===== config.mk =====
export PLATFORM = sky130hd
export DESIGN_NAME = game_sequencer
export DESIGN_NICKNAME = d
export VERILOG_FILES = /design/src/rtl/game_sequencer.sv
export SDC_FILE = /design/constraint.sdc
export NUM_CORES = 1
export LEC_CHECK = 0
export CAP_MARGIN = 20
export CORE_MARGIN = 2
export CORE_UTILIZATION = 40
export CTS_BUF_LIST = sky130_fd_sc_hd__clkbuf_4
export DETAILED_ROUTE_END_ITERATION = 10
export GPL_TIMING_DRIVEN = 0
export HOLD_SLACK_MARGIN = 0.08
export PLACE_DENSITY = 0.64
export SLEW_MARGIN = 20
export SYNTH_ARGS = -nofsm -noshare
export SYNTH_HDL_FRONTEND = slang
export SYNTH_SLANG_ARGS = --single-unit

===== constraint.sdc =====
create_clock -name pxl_clk -period 2.58 [get_ports pxl_clk]
set_clock_uncertainty 0.1 [all_clocks]
set_input_delay 0.774 -clock pxl_clk [delete_from_list [all_inputs] [get_ports pxl_clk]]
set_output_delay 0.774 -clock pxl_clk [all_outputs]
set_load 0.05 [all_outputs]

===== src/rtl/game_sequencer.sv =====
// game_sequencer: game flow control: monitor-sync wait, serve, play, miss pause, game over/won, restart on button.
module game_sequencer #(
  parameter int SYNC_CYCLES  = 100000000,
  parameter int SERVE_FRAMES = 60,
  parameter int MISS_FRAMES  = 90,
  parameter int LIVES        = 3
) (
  input  logic       pxl_clk,
  input  logic       reset_n,
  input  logic       vsync,
  input  logic       lose,
  input  logic       win,
  input  logic       btn,
  output logic       start,
  output logic       ball_reset,
  output logic       board_reset,
  output logic [1:0] lives_left,
  output logic       game_over,
  output logic       game_won,
  output logic [2:0] state
);
  typedef enum logic [2:0] {
    SYNC_WAIT = 3'd0,
    SERVE     = 3'd1,
    PLAY      = 3'd2,
    MISS      = 3'd3,
    OVER      = 3'd4,
    WON       = 3'd5
  } state_t;

  state_t      st, st_n;
  logic        vsync_q, btn_q, tick, rise, brd_n;
  logic [26:0] cyc, cyc_n;
  logic [7:0]  frm, frm_n, frm_inc;
  logic [1:0]  lives_n;

  assign state = st;

  always_comb begin
    tick    = vsync_q & ~vsync;
    rise    = btn & ~btn_q;
    frm_inc = (frm == 8'hff) ? frm : frm + 8'd1;
    st_n    = st;
    cyc_n   = cyc;
    frm_n   = frm;
    lives_n = lives_left;
    brd_n   = 1'b0;
    case (st)
      SYNC_WAIT: begin
        cyc_n = (cyc == 27'(SYNC_CYCLES - 1)) ? '0 : cyc + 27'd1;
        st_n  = (cyc == 27'(SYNC_CYCLES - 1)) ? SERVE : SYNC_WAIT;
      end
      SERVE: if (tick) begin
        frm_n = (frm == 8'(SERVE_FRAMES - 1)) ? '0 : frm_inc;
        st_n  = (frm == 8'(SERVE_FRAMES - 1)) ? PLAY : SERVE;
      end
      PLAY: if (win) st_n = WON;
      else if (lose) begin
        lives_n = lives_left - 2'd1;
        st_n    = (lives_left == 2'd1) ? OVER : MISS;
      end
      MISS: if (tick) begin
        frm_n = (frm == 8'(MISS_FRAMES - 1)) ? '0 : frm_inc;
        st_n  = (frm == 8'(MISS_FRAMES - 1)) ? SERVE : MISS;
      end
      OVER, WON: if (rise) begin
        st_n    = SERVE;
        lives_n = 2'(LIVES);
        frm_n   = '0;
        brd_n   = 1'b1;
      end
      default: st_n = SYNC_WAIT;
    endcase
  end

  // outputs are registered from the next state so they line up with state
  always_ff @(posedge pxl_clk) begin
    if (!reset_n) begin
      st          <= SYNC_WAIT;
      vsync_q     <= 1'b1;
      btn_q       <= 1'b1;
      cyc         <= '0;
      frm         <= '0;
      lives_left  <= 2'(LIVES);
      start       <= 1'b0;
      ball_reset  <= 1'b1;
      board_reset <= 1'b0;
      game_over   <= 1'b0;
      game_won    <= 1'b0;
    end else begin
      st          <= st_n;
      vsync_q     <= vsync;
      btn_q       <= btn;
      cyc         <= cyc_n;
      frm         <= frm_n;
      lives_left  <= lives_n;
      start       <= (st_n == PLAY);
      ball_reset  <= (st_n != PLAY);
      board_reset <= brd_n;
      game_over   <= (st_n == OVER);
      game_won    <= (st_n == WON);
    end
  end
endmodule

# [Word level (Yosys, flattened, before mapping)]
# Index checks and enable logic that the tools add are counted.
[op_classes] addsub=3 n_mul=0 div=0 magnitude_cmp=0 n_eq_ne=19 shift=0 muxes=23 bitwise=4 n_reduce_logical=7
[op_table] cell="$mux 8" count=6
[op_table] cell="$add 27x1->27 const B" count=1
[op_table] cell="$eq 27x27->1 const B" count=1
[op_table] cell="$mux 27" count=1
[op_table] cell="$pmux 8 s3" count=1
[op_table] cell="$mux 3" count=6
[op_table] cell="$pmux 3 s5" count=1
[op_table] cell="$eq 3x3->1 const B" count=4
[op_table] cell="$mux 2" count=5
[op_table] cell="$ne 2x2->1 const B" count=5
[op_table] cell="$eq 3x2->1 const B" count=3
[op_table] cell="$add 8x1->8 const B" count=1
[op_table] cell="$eq 8x6->1 const B" count=1
[op_table] cell="$eq 8x7->1 const B" count=1
[op_table] cell="$eq 8x8->1 const B" count=1
[op_table] cell="$reduce_and 4->1" count=2
[op_table] cell="$pmux 2 s2" count=1
[op_table] cell="$eq 3x1->1 const B" count=1
[op_table] cell="$logic_not 3->1" count=1
[op_table] cell="$ne 3x2->1 const B" count=1
[op_table] cell="$reduce_bool 3->1" count=1
[op_table] cell="$and 1x1->1" count=2
[op_table] cell="$eq 2x1->1 const B" count=1
[op_table] cell="$mux 1" count=2
[op_table] cell="other kinds (5)" count=6
[word_totals] regBits=47 latchBits=0 ramBits=0 rom_bits=0 elab_cells=67 n_memories=0

# [Logic depth before layout (Yosys ltp)]
[logic_depth] depth_word=6 depth_mapped=7

# [Worst setup path after synthesis]
# OpenSTA, ideal clock, no wires.
[synth_timing] kind="input to register" start="in vsync" end="reg frm[0]" arrival_ns=2.066 required_time_ns=2.333 path_slack_ns=0.267 stages=6 path_buffers=1 cell_sequence="nor4bb_1 or2_2 buf_2 inv_1 o311ai_1 nor2_1"
[synth_between] elab_chain_cells=4 elab_cells_between_ends=5
[synth_rtl] item="start, declared" line_no="10" rtl="input logic vsync,"
[synth_rtl] item="$not 1->1 *" line_no="40" rtl="tick = vsync_q & ~vsync;"
[synth_rtl] item="$and 1x1->1 *" line_no="40"
[synth_rtl] item="$ne 2x2->1 (no line)"
[synth_rtl] item="$reduce_and 4->1 (no line) *"
[synth_rtl] item="end signal, assigned" line_no="95" rtl="frm <= frm_n;"
[synth_rtl] item="end, declared" line_no="34" rtl="logic [7:0] frm, frm_n, frm_inc;"
# Mark *: on every way between the ends. The rest lies on a longest branch, timed or not.
# A chain may end at the register's enable or synchronous reset.

# [Worst setup path after layout]
[layout_timing] start="reg lives_left[0]" end="out lives_left[0]"
[layout_lines] item="start, declared" line_no="17" rtl="output logic [1:0] lives_left,"
[layout_lines] item="start signal, assigned" line_no="84" rtl="lives_left <= 2'(LIVES);"
[layout_lines] item="start signal, assigned" line_no="96" rtl="lives_left <= lives_n;"
# No word-level cell between the ends.

==> impl_metrics.tcl <==
set metrics [dict create \
    status "complete, no violations" \
    cts.path.max_buffers 2 \
    synth_compound_area_frac 0.07277 \
    synthXorXnorAreaFrac 0.1074 \
    crit_chain "clkdlybuf4s50_1" \
    slew_violations 0 \
    met2_length_mm 1.909 \
    nets 285 \
    path_clk_slew_ns 0.13 \
    synth-main-ff-cell "dfxtp_1" \
    hp-class "flop to flop" \
    wl_met3_microns 131 \
    max_cap_viol_count 0 \
    wl_met1_mm 2.054 \
    drtIter0Drc 77 \
    grt_max_degree 14 \
    synth_area_leaders "dfxtp_1 (43%), xor2_1 (7.6%), nor2_1 (6.3%), nand2_1 (4.4%), xnor2_1 (3.2%)" \
    die_x_microns 78.18 \
    fmax_mhz 405.8 \
    p_per_area_nw_per_um2 443.3 \
    placed_cells 340 \
    instances_no_fill 348 \
    post_drt_wl_per_cell_microns 11.90 \
    period_share 0.9550 \
    dp_hpwl_mm 2.946 \
    dr.pass1.iters 4 \
    finalSetupViolCount 0 \
    antenna_found_initial 0 \
    crit_path_max_fanout 4 \
    cp_slowest_cell "clkdlybuf4s50_1" \
    grt_pass1_wl_mm 7.569 \
    routabilityCongestion 0.7320 \
    ys_types 45 \
    crit_type "flop to primary output" \
    gr-usage-all-layers 0.1511 \
    final_common_cell "dfxtp_1" \
    clock_latency_ns 0.35 \
    core_area_sq_um 5405 \
    finalHoldViolations 0 \
    via_per_inst 5.069 \
    synthCells 253 \
    total_power_mw 1.113 \
    cts_sinks 47 \
    period_minus_slack_ns 2.464 \
    fp-row-count 27 \
    synthMuxAreaShare 0.01364 \
    synth_adder_area_share 0.02274 \
    critPathTopFamily "buffers and inverters" \
    ys_seq_area_frac 0.4275 \
    initial_utilization 0.4072 \
    routed_wl_mm 4.140 \
    worst_hold_slack_ns 0.3942 \
    cts_tree "done" \
    p_leak_nw 0.9420 \
    antenna_cells 0 \
    root_buffer "clkbuf_4" \
    die_h_microns 78.18 \
    start_kind "flop" \
    fp.dieArea_sq_um 6111 \
    io_pins 16 \
    drt.antenna.violating_nets 0 \
    cts.hold.buffers_added 0 \
    ys_seq_elements 47 \
    slowest_delay_ns 0.83 \
    syn-num-nets 263 \
    area_growth_pct 14.10 \
    rsz0062_at_grt "no" \
    synth_top_family_by_area "simple AND/OR/NAND/NOR gates" \
    synth_edf_count 0 \
    vias 1764 \
    synth_top_area_cell "dfxtp_1" \
    synth-simple-area-share 0.3309 \
    cts_max_level 2 \
    grt-ovfl-total 0 \
    synthArstFlopShare 0 \
    tightest_slew_ns 0.5788 \
    synth-warning-count 0 \
    worstPathRequired_ns 1.71 \
    synth_area_sq_um 2201 \
    critPathCaptureType "primary output" \
    route.detailed.drc 0 \
    syn_area_per_cell_sq_um 8.699 \
    worstPathArrival_ns 1.59 \
    mostFrequentLayoutCells "dfxtp_1 (47), nor2_1 (37), nand2_1 (26)" \
    fillers 533 \
    ir_drop_mv 0.2424 \
    drive_above_1_share 0.07609 \
    routed.top_layer "met4" \
    grt_pass1_vias 1708 \
    cp.buffers_inverters 1 \
    max_slew_margin 0.6109 \
    synth_top_area_frac 0.4275 \
    cts_made_buffers 5 \
    portBuffers 15 \
]
## final timing paths
| kind | startpoint | end | cells past startpoint | slack, ns |
|---|---|---|---|---|
| setup / recovery | lives_left[0] | lives_left[0] | 1 | 0.12 |
| hold / removal | cyc[1] | cyc[1] | 2 | 0.39 |
| setup reg to reg | cyc[0] | cyc[9] | 7 | 0.30 |
| hold reg to reg | cyc[1] | cyc[1] | 2 | 0.39 |
## synthesized netlist by cell type, types with 3 or more instances
| master | instances |
|---|---|
| nand2b_1 | 7 |
| dfxtp_1 | 47 |
| mux2i_1 | 3 |
| xnor2_1 | 8 |
| clkbuf_1 | 3 |
| nand2_1 | 26 |
| nor3_1 | 5 |
| nand3_1 | 13 |
| and3_1 | 7 |
| and2_1 | 4 |
| ha_1 | 4 |
| nor2b_1 | 5 |
| inv_1 | 9 |
| nand4_1 | 11 |
| o21ai_0 | 3 |
| xor2_1 | 19 |
| nor2_1 | 37 |
| a21oi_1 | 5 |
## power by group
group	total (mW)	switching, mW	leakage [nW]	internal [mW]
registers	0.736	0.00419	0.380	0.732
clock network	0.339	0.227	0.0307	0.112
logic	0.0387	0.0205	0.532	0.0183
## per-stage QoR
stage	setup slack [ns]	util	TNS [ns]	instance area (sq um)
after global placement	-0.5888	0.4516	-4.969	2441
after CTS	0.07725	0.4620	0	2497
after detailed placement	-0.6517	0.4516	-5.380	2441
after floorplan	0.2673	-	0	2201
final	0.1160	0.4646	0	2511
after global routing	0.05754	0.4646	0	2511
## per-layer routing
| layer | track usage | vias up |
|---|---|---|
| met5 | 0 | - |
| met2 | 0.2509 | 26 |
| met1 | 0.1981 | 812 |
| li1 | - | 919 |
| met4 | 0.04211 | 0 |
| met3 | 0.03333 | 7 |
## kinds of logic (layout without fill, tap and decap cells)
logic type	count (synthesis)	after routing
compound gates	23	23
xor+xnor	27	27
fa+ha+maj	4	4
buf+inv	14	37
flops	47	47
mux	3	3
simple gates	135	135
## repair_timing
item                       CTS  global route
setup endpoints to repair   11            27
setup buffers                0             0
gates resized for setup      4             2
## registers in the layout, summed over array words and instances (netlist names)
signal / flops
ball_reset: 1
board_reset: 1
btn_q: 1
cyc: 27
frm: 8
game_over: 1
game_won: 1
lives_left: 2
start: 1
state: 3
vsync_q: 1
## layout make-up
class                           instances  area (sq um)  area share
Clock buffer                            6         45.04     0.01794
Tap cell                               72         90.09     0.03587
Sequential cell                        47         940.9      0.3747
Inverter                                9         33.78     0.01345
Multi-Input combinational cell        192          1226      0.4883
Buffer                                  5         21.27    0.008470
Timing Repair Buffer                   15         146.4     0.05830
Clock inverter                          2         7.507    0.002990
Power figures use the tool's default switching activity.
